$ cat src/rtl/alu_pkg.sv
// Shared definitions for the ALU-sharing controller: ALU op codes, funct codes,
// controller FSM states and the legal-funct check.
package alu_pkg;

    typedef enum logic [1:0] {
        ALUOP_ADD   = 2'b00,
        ALUOP_SUB   = 2'b01,
        ALUOP_FN    = 2'b10,
        ALUOP_FN_X  = 2'b11
    } aluop_t;

    localparam logic [5:0] FUNCT_ADD = 6'h20;
    localparam logic [5:0] FUNCT_SUB = 6'h22;
    localparam logic [5:0] FUNCT_MUL = 6'h18;
    localparam logic [5:0] FUNCT_DIV = 6'h1A;
    localparam logic [5:0] FUNCT_SLL = 6'h00;
    localparam logic [5:0] FUNCT_SRL = 6'h02;
    localparam logic [5:0] FUNCT_OR  = 6'h25;
    localparam logic [5:0] FUNCT_AND = 6'h24;
    localparam logic [5:0] FUNCT_NOR = 6'h27;
    localparam logic [5:0] FUNCT_XOR = 6'h26;

    typedef enum logic [1:0] {
        ST_IDLE = 2'd0,
        ST_EXEC = 2'd1,
        ST_RESP = 2'd2
    } state_t;

    function automatic logic funct_legal(input logic [5:0] funct);
        case (funct)
            FUNCT_ADD, FUNCT_SUB, FUNCT_MUL, FUNCT_DIV, FUNCT_SLL,
            FUNCT_SRL, FUNCT_OR,  FUNCT_AND, FUNCT_NOR, FUNCT_XOR: funct_legal = 1'b1;
            default:                                               funct_legal = 1'b0;
        endcase
    endfunction

endpackage

$ cat src/rtl/rr_arb2.sv
// Two-way round-robin arbiter: when both requesters are valid the one named by
// prio wins; grant is only raised while accept is high.
module rr_arb2 (
    input  logic [1:0] valid,
    input  logic       prio,
    input  logic       accept,
    output logic [1:0] grant,
    output logic       id
);

    always_comb begin
        id    = 1'b0;
        grant = 2'b00;
        if (valid == 2'b11) begin
            id = prio;
        end else begin
            id = valid[1];
        end
        if (accept && (valid != 2'b00)) begin
            grant = id ? 2'b10 : 2'b01;
        end
    end

endmodule

$ cat src/rtl/alu_share_ctrl.sv
// Shares one external ALU between two requesters: arbitrates, captures the op,
// drives the ALU and returns a registered result. Optional macro: MULDIV_STALL_EN.
module alu_share_ctrl
    import alu_pkg::*;
#(
    parameter int W          = 32,
    parameter int MULDIV_LAT = 4
) (
    input  logic         clk,
    input  logic         rst_n,
    input  logic         req0_valid,
    output logic         req0_ready,
    input  logic [W-1:0] req0_a,
    input  logic [W-1:0] req0_b,
    input  logic [4:0]   req0_shamt,
    input  logic [5:0]   req0_funct,
    input  logic [1:0]   req0_aluop,
    input  logic         req1_valid,
    output logic         req1_ready,
    input  logic [W-1:0] req1_a,
    input  logic [W-1:0] req1_b,
    input  logic [4:0]   req1_shamt,
    input  logic [5:0]   req1_funct,
    input  logic [1:0]   req1_aluop,
    output logic         resp_valid,
    input  logic         resp_ready,
    output logic         resp_id,
    output logic [W-1:0] resp_out,
    output logic         resp_zero,
    output logic         resp_err,
    output logic [W-1:0] alu_a,
    output logic [W-1:0] alu_b,
    output logic [4:0]   alu_shamt,
    output logic [5:0]   alu_funct,
    output logic [1:0]   alu_aluop,
    input  logic [W-1:0] alu_out,
    input  logic         alu_zero
);

    state_t         state_q, state_d;
    logic           prio_q, prio_d;
    logic [W-1:0]   op_a_q, op_a_d, op_b_q, op_b_d;
    logic [4:0]     op_shamt_q, op_shamt_d;
    logic [5:0]     op_funct_q, op_funct_d;
    logic [1:0]     op_aluop_q, op_aluop_d;
    logic           op_id_q, op_id_d;
    logic [3:0]     cnt_q, cnt_d;
    logic [W-1:0]   resp_out_q, resp_out_d;
    logic           resp_zero_q, resp_zero_d;
    logic           resp_err_q, resp_err_d;

    logic [1:0]     grant;
    logic           grant_id;
    logic [W-1:0]   sel_a, sel_b;
    logic [4:0]     sel_shamt;
    logic [5:0]     sel_funct;
    logic [1:0]     sel_aluop;
    logic           sel_stall;
    logic           op_err;

    rr_arb2 u_arb (
        .valid  ({req1_valid, req0_valid}),
        .prio   (prio_q),
        .accept (state_q == ST_IDLE),
        .grant  (grant),
        .id     (grant_id)
    );

    assign sel_a     = grant_id ? req1_a     : req0_a;
    assign sel_b     = grant_id ? req1_b     : req0_b;
    assign sel_shamt = grant_id ? req1_shamt : req0_shamt;
    assign sel_funct = grant_id ? req1_funct : req0_funct;
    assign sel_aluop = grant_id ? req1_aluop : req0_aluop;

`ifdef MULDIV_STALL_EN
    assign sel_stall = sel_aluop[1] && ((sel_funct == FUNCT_MUL) || (sel_funct == FUNCT_DIV));
`else
    assign sel_stall = 1'b0;
`endif

    // Errors come from the captured op so a late alu_out can never leak through.
    assign op_err = op_aluop_q[1] &&
                    (!funct_legal(op_funct_q) || ((op_funct_q == FUNCT_DIV) && (op_b_q == '0)));

    assign req0_ready = grant[0];
    assign req1_ready = grant[1];
    assign resp_valid = (state_q == ST_RESP);
    assign resp_id    = op_id_q;
    assign resp_out   = resp_out_q;
    assign resp_zero  = resp_zero_q;
    assign resp_err   = resp_err_q;

    always_comb begin
        state_d     = state_q;
        prio_d      = prio_q;
        op_a_d      = op_a_q;
        op_b_d      = op_b_q;
        op_shamt_d  = op_shamt_q;
        op_funct_d  = op_funct_q;
        op_aluop_d  = op_aluop_q;
        op_id_d     = op_id_q;
        cnt_d       = cnt_q;
        resp_out_d  = resp_out_q;
        resp_zero_d = resp_zero_q;
        resp_err_d  = resp_err_q;
        alu_a       = '0;
        alu_b       = '0;
        alu_shamt   = '0;
        alu_funct   = '0;
        alu_aluop   = ALUOP_ADD;
        case (state_q)
            ST_IDLE: begin
                if (grant != 2'b00) begin
                    op_a_d     = sel_a;
                    op_b_d     = sel_b;
                    op_shamt_d = sel_shamt;
                    op_funct_d = sel_funct;
                    op_aluop_d = sel_aluop;
                    op_id_d    = grant_id;
                    prio_d     = ~grant_id;
                    cnt_d      = sel_stall ? 4'(MULDIV_LAT - 1) : 4'd0;
                    state_d    = ST_EXEC;
                end
            end
            ST_EXEC: begin
                alu_a     = op_a_q;
                alu_b     = op_b_q;
                alu_shamt = op_shamt_q;
                alu_funct = op_funct_q;
                alu_aluop = op_aluop_q;
                if (cnt_q == 4'd0) begin
                    if (op_err) begin
                        resp_out_d  = '0;
                        resp_zero_d = 1'b1;
                        resp_err_d  = 1'b1;
                    end else begin
                        resp_out_d  = alu_out;
                        resp_zero_d = alu_zero;
                        resp_err_d  = 1'b0;
                    end
                    state_d = ST_RESP;
                end else begin
                    cnt_d = cnt_q - 4'd1;
                end
            end
            ST_RESP: begin
                if (resp_ready) begin
                    state_d = ST_IDLE;
                end
            end
            default: state_d = ST_IDLE;
        endcase
    end

    always_ff @(posedge clk) begin
        if (!rst_n) begin
            state_q     <= ST_IDLE;
            prio_q      <= 1'b0;
            op_a_q      <= '0;
            op_b_q      <= '0;
            op_shamt_q  <= '0;
            op_funct_q  <= '0;
            op_aluop_q  <= '0;
            op_id_q     <= 1'b0;
            cnt_q       <= '0;
            resp_out_q  <= '0;
            resp_zero_q <= 1'b0;
            resp_err_q  <= 1'b0;
        end else begin
            state_q     <= state_d;
            prio_q      <= prio_d;
            op_a_q      <= op_a_d;
            op_b_q      <= op_b_d;
            op_shamt_q  <= op_shamt_d;
            op_funct_q  <= op_funct_d;
            op_aluop_q  <= op_aluop_d;
            op_id_q     <= op_id_d;
            cnt_q       <= cnt_d;
            resp_out_q  <= resp_out_d;
            resp_zero_q <= resp_zero_d;
            resp_err_q  <= resp_err_d;
        end
    end

endmodule

$ cat config.mk
export PLATFORM = sky130hd
export DESIGN_NAME = alu_share_ctrl
export DESIGN_NICKNAME = d
export VERILOG_FILES = /design/src/rtl/alu_pkg.sv /design/src/rtl/rr_arb2.sv /design/src/rtl/alu_share_ctrl.sv
export SDC_FILE = /design/constraint.sdc
export NUM_CORES = 1
export LEC_CHECK = 0
export CORE_AREA = 2 2 120 122
export DETAILED_ROUTE_END_ITERATION = 12
export DIE_AREA = 0 0 122 124
export DONT_BUFFER_PORTS = 1
export PLACE_DENSITY = 0.6
export SYNTH_ARGS = -nofsm -noshare
export SYNTH_HDL_FRONTEND = slang
export SYNTH_HIERARCHICAL = 1
export SYNTH_SLANG_ARGS = --single-unit
$ cat constraint.sdc
create_clock -name clk -period 2.4 [get_ports clk]
set_input_delay 0.36 -clock clk [delete_from_list [all_inputs] [get_ports clk]]
set_output_delay 0.36 -clock clk [all_outputs]
set_load 0.02 [all_outputs]
After elaboration in Yosys (flattened, before gate mapping)
Index checks and enable logic that the tools add are counted.
{"block": "classes", "add_sub_neg": 1, "eq_ne": 16, "mux": 24, "n_bitwise": 1, "reduce_logical": 17}
{"cell": "$mux W32", "n": 5}
{"cell": "$eq A6 B6 Y1 const B", "n": 6}
{"cell": "$logic_not A32 Y1", "n": 1}
{"cell": "$mux W2", "n": 7}
{"cell": "$eq A6 B5 Y1 const B", "n": 2}
{"cell": "$mux W6", "n": 2}
{"cell": "$mux W5", "n": 2}
{"cell": "$reduce_or A10 Y1", "n": 1}
{"cell": "$mux W4", "n": 2}
{"cell": "$pmux W4 S2", "n": 1}
{"cell": "$eq A6 B2 Y1 const B", "n": 1}
{"cell": "$logic_not A6 Y1", "n": 1}
{"cell": "$ne A2 B2 Y1 const B", "n": 3}
{"cell": "$pmux W2 S3", "n": 1}
{"cell": "$reduce_and A3 Y1", "n": 2}
{"cell": "$reduce_bool A2 Y1", "n": 3}
{"cell": "$eq A2 B2 Y1 const B", "n": 2}
{"cell": "$logic_not A4 Y1", "n": 1}
{"cell": "$mux W1", "n": 4}
{"cell": "$reduce_and A2 Y1", "n": 2}
{"cell": "$sub A4 B1 Y4 const B", "n": 1}
{"cell": "$logic_and A1 B1 Y1", "n": 3}
{"cell": "$eq A2 B1 Y1 const B", "n": 1}
{"cell": "$logic_not A2 Y1", "n": 1}
{"cell": "other kinds (4)", "n": 4}
{"block": "word_totals", "regBits": 119, "output_inout_bits": 115, "elab_cells": 71}

Depth between registers and ports, before layout
Gate-level depths: netlist of run 1.
{"block": "depth", "ltp_word": 7, "ltp_mapped": 10, "ltp_nobuf": 8}

Cells and area by module
Netlist of run 1, hierarchy kept.
{"module": "alu_share_ctrl", "n_inst": 1, "cells_each": 617, "area_each_um2": 5625.4, "seq_area_each_um2": 2382.3}
{"module": "rr_arb2", "n_inst": 1, "cells_each": 5, "area_each_um2": 27.5, "seq_area_each_um2": 0.0}

Least setup slack after synthesis of run 1
OpenSTA, ideal clock, no wires.
{"block": "synth_timing", "kind": "flip-flop to flip-flop", "start": "reg state_q[1]", "end": "reg op_a_q[0]", "arrival_time_ns": 2.192, "setup_slack_ns": 0.122, "path_stages_with_launch": 11, "period_less_slack_ns": 2.278, "path_cell_list": "dfxtp_1 or2_2 inv_1 nand2_1 a21oi_1 nor2_1 nor2_1 clkbuf_1 clkbuf_1 nor2_1 a211oi_1"}
{"block": "synth_between", "elab_chain_cells": 5}
{"element": "start, declared", "line_no": "alu_share_ctrl.sv:40", "text": "state_t state_q, state_d;"}
{"element": "start signal, assigned", "line_no": "alu_share_ctrl.sv:170", "text": "state_q <= state_d;"}
{"element": "$logic_not A2 Y1", "line_no": "alu_share_ctrl.sv:64", "text": ".accept (state_q == ST_IDLE),"}
{"element": "$logic_and A1 B1 Y1", "line_no": "rr_arb2.sv:19", "text": "if (accept && (valid != 2'b00)) begin"}
{"element": "$mux W2", "line_no": "rr_arb2.sv:19"}
{"element": "net req0_ready", "line_no": "alu_share_ctrl.sv:12", "text": "output logic req0_ready,"}
{"element": "$reduce_bool A2 Y1", "line_no": "alu_share_ctrl.sv:113", "text": "if (grant != 2'b00) begin"}
{"element": "$reduce_and A2 Y1 (no line)"}
{"element": "end signal, assigned", "line_no": "alu_share_ctrl.sv:172", "text": "op_a_q <= op_a_d;"}
{"element": "end, declared", "line_no": "alu_share_ctrl.sv:42", "text": "logic [W-1:0] op_a_q, op_a_d, op_b_q, op_b_d;"}
The timed path passes the listed nets, and every way through them passes these cells.
A chain may end at the register's enable or synchronous reset.

Worst setup path after layout of run 1
{"block": "layout_timing", "start": "reg state_q[1]", "end": "reg op_a_q[7]"}
{"block": "layout_between", "elab_chain_cells": 5}
{"element": "$logic_not A2 Y1", "line_no": "alu_share_ctrl.sv:64"}
{"element": "$logic_and A1 B1 Y1", "line_no": "rr_arb2.sv:19"}
{"element": "$mux W2", "line_no": "rr_arb2.sv:19"}
{"element": "net req1_ready", "line_no": "alu_share_ctrl.sv:19", "text": "output logic req1_ready,"}
{"element": "$reduce_bool A2 Y1", "line_no": "alu_share_ctrl.sv:113"}
{"element": "$reduce_and A2 Y1 (no line)"}
The timed path passes the listed nets, and every way through them passes these cells.

==> results of run 1 <==
## state kept, by name (all words and copies together), names as in the netlist
| name | flops |
|---|---|
| op_a_q | 32 |
| op_b_q | 32 |
| resp_out | 32 |
| op_funct_q | 6 |
| op_shamt_q | 5 |
| cnt_q | 4 |
| op_aluop_q | 2 |
| state_q | 2 |
| prio_q | 1 |
| resp_err | 1 |
| resp_id | 1 |
| resp_zero | 1 |
## area by class of cell
type	instances	area, um^2
Fill cell	1312	7220
Multi-Input combinational cell	441	3040
Sequential cell	119	2380
Clock buffer	20	467
Tap cell	180	225
Timing Repair Buffer	19	218
Clock inverter	12	150
Inverter	6	22.5
## final timing paths
| path | from | to | cells past startpoint |
|---|---|---|---|
| max | state_q[1]$_SDFFE_PN0P_ | op_a_q[7]$_SDFFE_PN0P_ | 9 |
| min | rst_n | resp_err$_SDFFE_PN0P_ | 1 |
| max reg2reg | state_q[1]$_SDFFE_PN0P_ | op_a_q[7]$_SDFFE_PN0P_ | 9 |
| min reg2reg | cnt_q[1]$_SDFFE_PN0P_ | cnt_q[1]$_SDFFE_PN0P_ | 2 |
## worst register-to-register path: stages, from the launching register on
cell,delay (ps)
dfxtp_1,340
or2_2,350
inv_1,100
and3_1,310
nor2_1,150
nor2_4,170
buf_12,190
buf_12,210
nor2_1,60
a211oi_1,220
## logic make-up (layout without fill, tap and decap cells)
family | Yosys count | count (layout) | synth area share, %
AND/OR/NAND/NOR | 234 | 234 | 21.5
AO/OA/AOI/OAI | 128 | 128 | 17.8
flip-flops | 119 | 119 | 42.1
multiplexers | 77 | 77 | 13.6
buffers and inverters | 62 | 57 | 4.54
adder cells (fa/ha/maj) | 2 | 2 | 0.443
## power groups by stage
stage	clock network, mW	registers, mW	logic (mW)
2_1_floorplan	0	3.18	2.93
3_5_place_dp	0	3.73	4.15
6_report	2.62	3.69	4.09
3_3_place_gp	0	3.70	4.04
4_1_cts	2.66	3.70	4.15
5_1_grt	2.76	3.81	4.57
## cells in the mapped netlist (all sizes together)
cell type	n
mux2i	77
nand4b	1
a211oi	77
nor3b	1
or3	4
o21a	1
nor2b	2
nor2	85
and3	2
nand2	6
o41ai	1
and2	78
nor4b	1
or4bb	1
dfxtp	119
o2111ai	1
o21ai	4
inv	6
clkbuf	45
o31a	2
nand4	1
or2	2
or4	3
o2bb2ai	32
nor4	6
nor3	3
nand3b	1
a2bb2oi	1
nand2b	3
buf	11
ha	2
a21oi	8
o211ai	1
or3b	1
nand3	33
## routing by layer
metal  share of wire (%)  up-vias  track usage [%]
met5                   0        -                0
met4                 1.7        0             7.61
met3                 7.3       20             5.95
met2                  51      177             33.5
met1                  40     2060             22.4
li1                    -     2218                -
## through the flow
| step | hold slack (ps) | total power [mW] |
|---|---|---|
| final | 84.5 | 10.4 |
| after global routing | 78.3 | 11.1 |
| after CTS | 61.0 | 10.5 |
| after detailed placement | 465 | 7.87 |
| after global placement | 453 | 7.74 |
| after floorplan | 441 | 6.10 |
==> impl_metrics.tcl, run 1 <==
set metrics [dict create \
    p_leak_nw 2.44 \
    path_clk_slew_ps 50 \
    nNetsFinal 798 \
    wl_per_cell_um 18.8 \
    cts_num_sinks 119 \
    yosys.area.top_type "dfxtp_1" \
    ctsHtreeMaxLevel 4 \
    drv_cap 0 \
    path_max_fanout 34 \
    drtAntennaViolNets 0 \
    io_pins 307 \
    layout.cells.non_filler 797 \
    area_growth_pct 15.0 \
    relSlewSlack_pct 64.5 \
    die_w_um 122 \
    die_area_um2 15100 \
    cts_resized 0 \
    dp.cells 765 \
    arrival_ps 2500 \
    fin_setup_tns_ps 0 \
    drt-total-wl_um 15000 \
    combPwrFrac_pct 39.3 \
    dr.first_iter.drc_count 158 \
    cts_inserted_buffers 17 \
    num_rows 43 \
    syn_nets 816 \
    clock_skew_ps 6.53 \
    yosys-top-cells-area "dfxtp_1 42%, mux2i_1 14%, a211oi_1 10%" \
    initial_utilization_pct 41.2 \
    swShare_pct 40.5 \
    cts_setup_buffers 0 \
    ys_seq_elements 119 \
    rsz0062_at_grt "no" \
    clk_path_buf_depth 2 \
    clk_latency_ps 410 \
    syn_area_um2 5650 \
    ys_warn_count 6 \
    mostFrequentLayoutCells "119 x dfxtp_1, 82 x nor2_1, 77 x mux2i_1, 77 x a211oi_1, 76 x and2_1" \
    fmax_mhz 459 \
    antenna_found_initial 0 \
    grt_pass1_wl_um 22400 \
    place_congestion 0.756 \
    path_buf_inv 3 \
    fin_area_um2 6500 \
    hold_buffers 0 \
    syn_avg_cell_area_um2 9.09 \
    cts_root_buf "clkbuf_16" \
    cp.required_ps 2720 \
    start_kind "flop" \
    grt_use_total_pct 19.4 \
    yosysTopAreaCellShare_pct 42.1 \
    worst_slack_ps 220 \
    fin_crit_ps 2180 \
    status "finished, final reports clean" \
    dp_slack_ps 233 \
    routed-via-count 4475 \
    critPathCaptureType "flop" \
    drive_above_1_share_pct 10.5 \
    vdd_ir_drop_max_uv 686 \
    synth-seq-area-share_pct 42.1 \
    p_seq_share_pct 35.5 \
    power.share.clock_pct 25.2 \
    core_um2 13700 \
    cts_tree "built" \
    dr.pass1.iters 4 \
    cpMaxStageDelayCell "or2_2" \
    rrSetupSlack_ps 220 \
    hold_violations 0 \
    critPathTopFamily "simple AND/OR/NAND/NOR gates" \
    num_antenna_cells 0 \
    die_h_um 124 \
    finalSetupViolations 0 \
    worst-setup-path-type "flop to flop" \
    p_per_area_nw_per_um2 1600 \
    grt_start_max_net_pins 56 \
    grt_pass1_vias 4293 \
    placed_area_um2 5880 \
    layout_commonest_cell "dfxtp_1" \
    path_cells "or2_2 -> inv_1 -> and3_1 -> nor2_1 -> nor2_4 -> buf_12 -> buf_12 -> nor2_1 -> a211oi_1" \
    drc 0 \
    finish.utilization_pct 47.4 \
    p_switching_mw 4.21 \
    worstMarginPinSlew_ps 532 \
    p_int_mw 6.19 \
    grt.overflow.total 0 \
    dpl.hpwl_um 11300 \
    drv_slew 0 \
    syn-instance-count 622 \
    min_period_over_period_pct 90.8 \
    min_path_type "input pin to flop" \
    portBuffers 0 \
    ys_types 41 \
    max_stage_delay_ps 350 \
    vias_per_cell 5.61 \
]
Power figures use the tool's default switching activity.
==> run 2, diff against run 1 <==
- PLACE_DENSITY: 0.6 -> 0.62
- clock period: 2.4 -> 2 ns (I/O delays scaled with it)
==> impl_metrics.tcl, run 2 (synthesis results as in run 1) <==
set metrics [dict create \
    path_clk_slew_ps 50 \
    cts_root_buf "clkbuf_16" \
    portBuffers 0 \
    p_per_area_nw_per_um2 1980 \
    num_rows 43 \
    die_h_um 124 \
    cts_num_sinks 119 \
    critPathCaptureType "flop" \
    cp.required_ps 2350 \
    path_max_fanout 33 \
    min_from "rst_n" \
    initial_utilization_pct 41.2 \
    grt_start_max_net_pins 61 \
    regToRegStartpoint "op_b_q[20]$_SDFFE_PN0P_" \
    die_w_um 122 \
    drive_above_1_share_pct 15.3 \
    clk_latency_ps 410 \
    place_congestion 0.776 \
    grt_use_total_pct 19.2 \
    crit_start "op_b_q[20]$_SDFFE_PN0P_" \
    hold_violations 0 \
    rsz0062_at_grt "yes" \
    cts_tree "built" \
    routed-via-count 4659 \
    clock_skew_ps 6.58 \
    core_um2 13700 \
    drc 0 \
    drtAntennaViolNets 0 \
    worst-setup-path-type "flop to flop" \
    min_path_type "input pin to flop" \
    p_leak_nw 2.61 \
    dp_slack_ps 2.21 \
    cts_inserted_buffers 17 \
    vdd_ir_drop_max_uv 939 \
    hold_ws_ps 20.1 \
    clk_path_buf_depth 2 \
    grt_pass1_wl_um 22300 \
    nNetsFinal 814 \
    grt_pass1_vias 4166 \
    violations "negative setup slack" \
    io_pins 307 \
    num_antenna_cells 0 \
    status "complete, but fails checks" \
    wl_per_cell_um 19.7 \
    relSlewSlack_pct 51.7 \
    mostFrequentLayoutCells "118 x dfxtp_1, 81 x nor2_1, 77 x mux2i_1" \
    layout_commonest_cell "dfxtp_1" \
    area_growth_pct 21.9 \
    dr.pass1.iters 4 \
    vias_per_cell 5.73 \
    start_kind "flop" \
    worst_slack_ps -7.61 \
    antenna_found_initial 0 \
    grt.overflow.total 0 \
    fin_crit_ps 2010 \
    worstMarginPinSlew_ps 725 \
    drt-total-wl_um 16000 \
    dr.first_iter.drc_count 243 \
    drv_slew 0 \
    min_period_over_period_pct 100 \
    die_area_um2 15100 \
    drv_cap 0 \
    ctsHtreeMaxLevel 4 \
    finalSetupViolations 1 \
    dpl.hpwl_um 10900 \
    arrival_ps 2360 \
    fmax_mhz 498 \
]
==> run 2: final timing paths <==
kind	endpoint	slack, ps	depth (start not counted)
worst max-delay path	resp_zero$_SDFFE_PN0P_	-8	5
worst min-delay path	resp_err$_SDFFE_PN0P_	20	1
worst max register to register	resp_zero$_SDFFE_PN0P_	-8	5
worst min register to register	cnt_q[1]$_SDFFE_PN0P_	460	2
==> run 2: timing repair <==
action	CTS	global route
setup buffers	0	7
pin swaps	0	1
resized for setup	0	19
hold buffers	0	0
endpoints found under the setup margin	9	101
cloned	0	5
==> run 2: critical path: stages (launching register included) <==
cell and delay, ps:
dfxtp_1 310, or4_1 520, or4_4 460, o41ai_4 270
buf_12 230, o31a_2 150
==> run 2: area by class of cell <==
| type | instances | area, um^2 |
|---|---|---|
| fill | 1276 | 6830 |
| multi-input combinational | 441 | 3110 |
| sequential | 119 | 2380 |
| timing repair buffer | 35 | 483 |
| clock buffer | 19 | 443 |
| clock inverter | 13 | 225 |
| tap | 180 | 225 |
| inverter | 6 | 22.5 |
==> run 2: power breakdown <==
group | switching [mW] | internal [mW] | leakage, nW | total (mW)
clock | 1.08 | 2.37 | 0.327 | 3.45
combinational | 3.30 | 2.57 | 1.30 | 5.86
sequential | 0.927 | 3.41 | 0.981 | 4.33
==> run 2: through the flow <==
stage	cell area, um^2	instances	power, mW	util, %	TNS [ps]
floorplan	5670	622	7.39	-	0
global placement	5970	769	9.22	43.5	0
detailed placement	5970	769	9.40	43.5	0
CTS	6640	801	12.9	48.4	-35.2
global route	6890	813	14.5	50.2	-2880
finish	6890	813	13.6	50.2	-7.61
==> run 2: metal layers <==
metal	up-vias	routed length (um)	global-route usage, %
li1	2235	-	-
met1	2215	6730	23.5
met2	191	8030	32.2
met3	18	1010	5.59
met4	0	231	6.75
met5	-	0	0
